## src/rtl/timing_sequencer.sv

```systemverilog
// T-state ring sequencer for the CPU control unit.
// Free-run / single-step modes, HALT freeze, retired-instruction counter.
module timing_sequencer #(
   parameter int         COUNT_W = 8,
   parameter logic [3:0] HALT_OP = 4'b1111
) (
   input  logic               clk,
   input  logic               reset,
   input  logic [3:0]         opcode,
   input  logic               run,
   input  logic               step,
   output logic               t0,
   output logic               t1,
   output logic               t2,
   output logic               t3,
   output logic               t4,
   output logic               t5,
   output logic [2:0]         t_idx,
   output logic               halted,
   output logic               busy,
   output logic               instr_done,
   output logic [COUNT_W-1:0] instr_count
);

   typedef enum logic [1:0] {
      S_IDLE,
      S_RUN,
      S_STEP,
      S_HALT
   } state_e;

   state_e             st_q, st_d;
   logic [5:0]         ring_q, ring_d;
   logic [2:0]         idx_q, idx_d;
   logic               step_q;
   logic               halted_q, halted_d;
   logic               busy_q, busy_d;
   logic               done_q, done_d;
   logic [COUNT_W-1:0] cnt_q, cnt_d;

   logic               is_long;
   logic               is_halt;
   logic               wraps;

   assign is_long = (opcode == 4'b0000) ||
                    (opcode == 4'b0011) ||
                    (opcode == 4'b0100);
   assign is_halt = (opcode == HALT_OP);
   assign wraps   = ring_q[5] |
                    (ring_q[3] & ~is_long & ~is_halt);

   // Next-state: mode transitions, ring advance and retire bookkeeping
   always_comb begin
      st_d   = st_q;
      ring_d = ring_q;
      idx_d  = idx_q;
      done_d = 1'b0;
      cnt_d  = cnt_q;
      unique case (st_q)
         S_IDLE: begin
            ring_d = 6'b000001;
            idx_d  = 3'd0;
            if (run)
               st_d = S_RUN;
            else if (step & ~step_q)
               st_d = S_STEP;
         end
         S_RUN, S_STEP: begin
            if (ring_q[3] && is_halt) begin
               st_d = S_HALT;
            end else if (wraps) begin
               ring_d = 6'b000001;
               idx_d  = 3'd0;
               done_d = 1'b1;
               cnt_d  = cnt_q + 1'b1;
               st_d   = run ? S_RUN : S_IDLE;
            end else begin
               ring_d = {ring_q[4:0], 1'b0};
               idx_d  = idx_q + 3'd1;
            end
         end
         S_HALT: begin
            st_d = S_HALT;
         end
      endcase
      halted_d = (st_d == S_HALT);
      busy_d   = (st_d == S_RUN) || (st_d == S_STEP);
   end

   // State register with synchronous active-low reset
   always_ff @(posedge clk) begin
      if (!reset) begin
         st_q     <= S_IDLE;
         ring_q   <= 6'b000001;
         idx_q    <= 3'd0;
         step_q   <= 1'b0;
         halted_q <= 1'b0;
         busy_q   <= 1'b0;
         done_q   <= 1'b0;
         cnt_q    <= '0;
      end else begin
         st_q     <= st_d;
         ring_q   <= ring_d;
         idx_q    <= idx_d;
         step_q   <= step;
         halted_q <= halted_d;
         busy_q   <= busy_d;
         done_q   <= done_d;
         cnt_q    <= cnt_d;
      end
   end

   assign t0          = ring_q[0];
   assign t1          = ring_q[1];
   assign t2          = ring_q[2];
   assign t3          = ring_q[3];
   assign t4          = ring_q[4];
   assign t5          = ring_q[5];
   assign t_idx       = idx_q;
   assign halted      = halted_q;
   assign busy        = busy_q;
   assign instr_done  = done_q;
   assign instr_count = cnt_q;

endmodule

```

## config.mk

```make
export PLATFORM = sky130hd
export DESIGN_NAME = timing_sequencer
export DESIGN_NICKNAME = d
export VERILOG_FILES = /design/src/rtl/timing_sequencer.sv
export SDC_FILE = /design/constraint.sdc
export NUM_CORES = 1
export LEC_CHECK = 0
export CORE_MARGIN = 8
export CORE_UTILIZATION = 48
export CTS_CLUSTER_DIAMETER = 150
export CTS_CLUSTER_SIZE = 30
export DETAILED_ROUTE_END_ITERATION = 10
export HOLD_SLACK_MARGIN = 0.03
export MAX_ROUTING_LAYER = met4
export PLACE_DENSITY_LB_ADDON = 0.08
export SYNTH_ARGS = -nofsm -noshare
export SYNTH_HDL_FRONTEND = slang
export SYNTH_SLANG_ARGS = --single-unit
```

## constraint.sdc

```tcl
create_clock -name clk -period 2.2 [get_ports clk]
set_input_delay 0.33 -clock clk [delete_from_list [all_inputs] [get_ports clk]]
set_output_delay 0.33 -clock clk [all_outputs]
set_load 0.05 [all_outputs]
```

# Word-level counts from Yosys, hierarchy flattened
# Cells that the tools add are included.
# word_totals
wordCells	54
in_bits	8
reg_bits	23
# op_classes
eq_ne	10
addsub	2
n_mux	13
bitwise	10
n_reduce_logical	11
# op_table
op	n
$mux W6	2
$pmux W6 S2	1
$add A8 B1 Y8 const B	1
$eq A2 B2 Y1 const B	4
$mux W2	4
$mux W3	2
$not A1 Y1	6
$pmux W2 S3	1
$pmux W3 S2	1
$eq A2 B1 Y1 const B	2
$eq A4 B2 Y1 const B	1
$eq A4 B3 Y1 const B	1
$eq A4 B4 Y1 const B	1
$logic_not A4 Y1	1
$add A3 B1 Y3 const B	1
$and A1 B1 Y1	3
$logic_or A1 B1 Y1	3
$reduce_and A3 Y1	1
$reduce_or A3 Y1	1
$logic_not A2 Y1	1
$mux W1	2
$ne A2 B2 Y1 const B	1
$reduce_and A2 Y1	1
$reduce_bool A2 Y1	1
other kinds (3)	3

# Depth between registers and ports, before layout
# logic_depth
ltp_word	12
depth_mapped	9
depth_no_buf	7

# Worst setup path before layout
# Ideal clock, no wire load.
# synth_timing
path_type	register to register
startpoint	reg ring_q[3]
endpoint	reg busy_q, in the netlist busy
t_arrival_ns	1.932
path_slack_ns	0.153
setup_ns	0.115
stages_incl_launch_ff	9
synth_period_minus_slack_ns	2.047
path_cell_list	dfxtp_1 buf_6 o21ai_0 o211ai_1 buf_2 o211ai_1 and2_1 ha_1 and2_1
# synth_via
elab_chain_len	8
elab_cells_between_ends	10
classes_between	eq/ne (2); mux (3); bitwise (3); reduce/logical (2)
# synth_lines
item	line	rtl
start, declared	33	logic [5:0] ring_q, ring_d;
start signal, assigned	103	ring_q <= ring_d;
$and A1 B1 Y1 (2 in series)	50	(ring_q[3] & ~is_long & ~is_halt);
$or A1 B1 Y1	49	assign wraps = ring_q[5] |
$mux W2	71	end else if (wraps) begin
$mux W2 *	69	if (ring_q[3] && is_halt) begin
$pmux W2 S3 *	59	unique case (st_q)
net st_d[1]	32	state_e st_q, st_d;
$eq A2 B1 Y1 or $eq A2 B2 Y1 (tied branches)	87	busy_d = (st_d == S_RUN) || (st_d == S_STEP);
$logic_or A1 B1 Y1 *	87	
net busy_d	37	logic busy_q, busy_d;
end signal, assigned	107	busy_q <= busy_d;
end, declared	37	
# Mark *: on every way through the listed nets, which the timed path passes. The rest lies on a longest branch.
# A chain may end at the register's enable or synchronous reset.

# Worst setup path in the final report
# layout_timing
startpoint	reg ring_q[5]
endpoint	out t5
# layout_lines
item	line	rtl
end, declared	17	output logic t5,
# No word-level cell between the ends.

==> flow_summary_export.csv <==
group,metric,value,unit
synthesis,synth.top_cell.area_share,40.9,%
detailed_routing,dr.pass1.iters,4,
synthesis,yosysWarnings,0,
status,outcome,"finished, final reports clean",
timing,setup_tns,0,ns
synthesis,synth_top_family_by_area,"simple AND/OR/NAND/NOR gates",
detailed_routing,wire_per_inst,13.6,um
pwr,p_sw,630,uW
synthesis,syn_inst,129,
synthesis,syn-num-nets,142,
critical_path,r2r-start,"st_q[0]",
layout,final_cells,186,
clock_tree,clk_path_buf_depth,2,
critical_path,endpoint_kind,"output port",
detailed_routing,drt_iter0_drc,63,
synthesis,yosysTopAreaCell,"dfxtp_1",
critical_path,critPathLaunchType,"flop",
detailed_routing,wl,2.53,mm
grt,grt_max_degree,21,
pwr,vdd_ir_drop_max,0.707,mV
layout,n_fill_cell,205,
synthesis,synth_compound_area_share,15.0,%
pwr,seqPwrFrac,35.9,%
timing,finClkSkew,0.00163,ns
grt,antenna_found_initial,0,
floorplanning,fp.coreArea,2210,um2
floorplanning,dieArea,4150,um2
critical_path,timing.reg2reg.worst_path_depth,6,
critical_path,crit_type,"flop to output port",
critical_path,worst-path-max-fanout,7,
pwr,leakage,0.000516,uW
timing,worst_slack,0.254,ns
critical_path,cp_num_cells,1,
layout,final_nets,172,
place,place_congestion,0.890,
pwr,clkPwrFrac,13.0,%
floorplanning,row_count,17,
synthesis,synth_xor_area_share,0,%
clock_tree,hold_buffers,0,
clock_tree,htree_levels,1,
floorplanning,fp.dieH,64.4,um
pwr,p_per_area,1020,nW/um2
pwr,swShare,42.6,%
timing,fmax,514,MHz
grt,grt_use_total,12.6,%
place,pre_cts_ws,0.0503,ns
synthesis,avgSynthCellArea,8.72,um2
timing,fin_crit_sh,88.5,%
layout,drive_above_1_share,6.33,%
synthesis,synthMuxAreaShare,7.12,%
grt,gr-total-overflow,0,
critical_path,max_stage_delay,0.85,ns
grt,grt_pass1_wl,4.17,mm
clock_tree,clock-sinks,23,
clock_tree,clk_latency,0.30,ns
synthesis,synthTopCellsByCount,"dfxtp_1 (23), nand2_1 (20), mux2i_1 (8)",
timing,finalHoldViolations,0,
critical_path,path_cells,"clkdlybuf4s50_1",
synthesis,synthArstFlopShare,0,%
pwr,total_power,1480,uW
synthesis,ys_seq_area_share,40.9,%
synthesis,synth.most_common_cell,"dfxtp_1",
timing,rsz0062_at_grt,"no",
timing,tightest_slew,0.512,ns
pwr,p_comb_share,51.1,%
worst_hold_path,hold_path_class,"flop to flop",
critical_path,path_buf_inv,1,
place,hpwl,1.92,mm
detailed_routing,vias,1024,
clock_tree,cts.reportedPaths.clkPinSlew,0.12,ns
critical_path,cp_top_family,"buffers and inverters",
critical_path,critPathSlowestCell,"clkdlybuf4s50_1",
place,io_buffer_count,27,
synthesis,ys_types,35,
timing,drv_slew,0,
floorplanning,die_w,64.4,um
synthesis,synth-seq-cells,23,
timing,maxSlewHeadroom,65.8,%
clock_tree,cts_tree,"done",
run,cap_viol_max_count,0,
clock_tree,cts_resized,0,
place,dp_cells,182,
grt,grt_pass1_vias,938,
clock_tree,cts_setup_buffers,0,
worst_hold_path,whs_path_depth,2,
layout,diodes,0,
synthesis,synth-edff-count,0,
clock_tree,root_buffer,"clkbuf_4",
floorplanning,io_pins,28,
layout,syn_to_final_growth,29.4,%
synthesis,syn_area,1120,um2
synthesis,synth_flop_cell,"dfxtp_1",
synthesis,yosys.area_share.adder,5.56,%
pwr,p_int,848,uW
critical_path,cp-startpoint,"ring_q[5]",
timing,period_minus_slack,1.95,ns
detailed_routing,antenna_left,0,
synthesis,yosys.area_share.simple,26.9,%
worst_hold_path,holdCritStartpoint,"ring_q[0]",
detailed_routing,drc_errors,0,
critical_path,crit_arrival,1.62,ns
timing,setup-violations-final,0,
synthesis,synthTopCellsByArea,"dfxtp_1 (41%), mux2i_1 (7.1%), nand2_1 (6.7%)",
clock_tree,cts_buffers,3,
floorplanning,start_util,50.8,%
detailed_routing,vias_per_cell,5.51,
critical_path,critical_path_required,1.87,ns
power by group through the flow:
stage | logic (uW) | registers [uW] | clock network, uW
6_report | 755 | 531 | 192
5_1_grt | 826 | 540 | 216
3_3_place_gp | 739 | 536 | 0
2_1_floorplan | 363 | 699 | 0
4_1_cts | 757 | 531 | 202
3_5_place_dp | 754 | 539 | 0
cell families (layout without fill, tap and decap cells):
kind of cell | count (synthesis) | after routing
AND/OR/NAND/NOR | 57 | 57
buffers and inverters | 11 | 40
multiplexers | 8 | 8
adder cells (fa/ha/maj) | 5 | 5
flip-flops | 23 | 23
AO/OA/AOI/OAI | 25 | 25
cell usage in the layout (no fill, tap or decap), types with 2 or more instances in the layout:
cell	synthesis	final
clkbuf_4	0	3
clkdlybuf4s50_1	0	27
a31oi_1	3	3
nor2_1	4	4
ha_1	5	5
buf_4	0	4
mux2i_1	8	8
o21ai_0	5	5
o211ai_1	3	3
nor2b_1	2	2
nor3_1	2	2
o22ai_1	5	5
or4_1	2	2
inv_1	5	5
and2_1	4	4
o31ai_1	2	2
nand2b_1	7	7
dfxtp_1	23	23
nand2_1	20	20
a21oi_1	2	2
nand3_1	5	5
nor4_1	3	3
final cells by class:
class / instances / area, um2 / share of cell area, %
flip-flops and latches: 23 / 460 / 31.6
well taps: 28 / 35.0 / 2.41
repair buffers: 31 / 300 / 20.6
clock buffers: 4 / 26.3 / 1.81
inverters: 5 / 18.8 / 1.29
multi-input cells: 95 / 614 / 42.2
path summary, 6_finish.rpt:
kind	to	slack (ns)
max reg2reg	t_idx[2]	0.30
max	t5	0.25
min	ring_q[1]	0.49
min reg2reg	ring_q[1]	0.49
sequential cells by signal, summed over array words and instances, names as in the netlist:
| register | cells |
|---|---|
| t_idx | 3 |
| instr_done | 1 |
| busy | 1 |
| ring_q | 6 |
| instr_count | 8 |
| step_q | 1 |
| halted | 1 |
| st_q | 2 |
per-layer routing:
layer	GRT usage (%)	vias up	wire length, um
met5	-	-	0
met4	5.72	0	17
met3	3.44	2	141
met2	19.1	24	1140
met1	15.3	476	1230
li1	-	522	-
stage by stage:
step | hold WS (ns) | instance area, um2 | util, %
2_1_floorplan | 0.452 | 1120 | -
3_3_place_gp | 0.455 | 1430 | 64.6
3_5_place_dp | 0.471 | 1430 | 64.6
4_1_cts | 0.494 | 1460 | 65.8
5_1_grt | 0.510 | 1460 | 65.8
6_report | 0.489 | 1460 | 65.8
(Power assumes the default switching activity.)
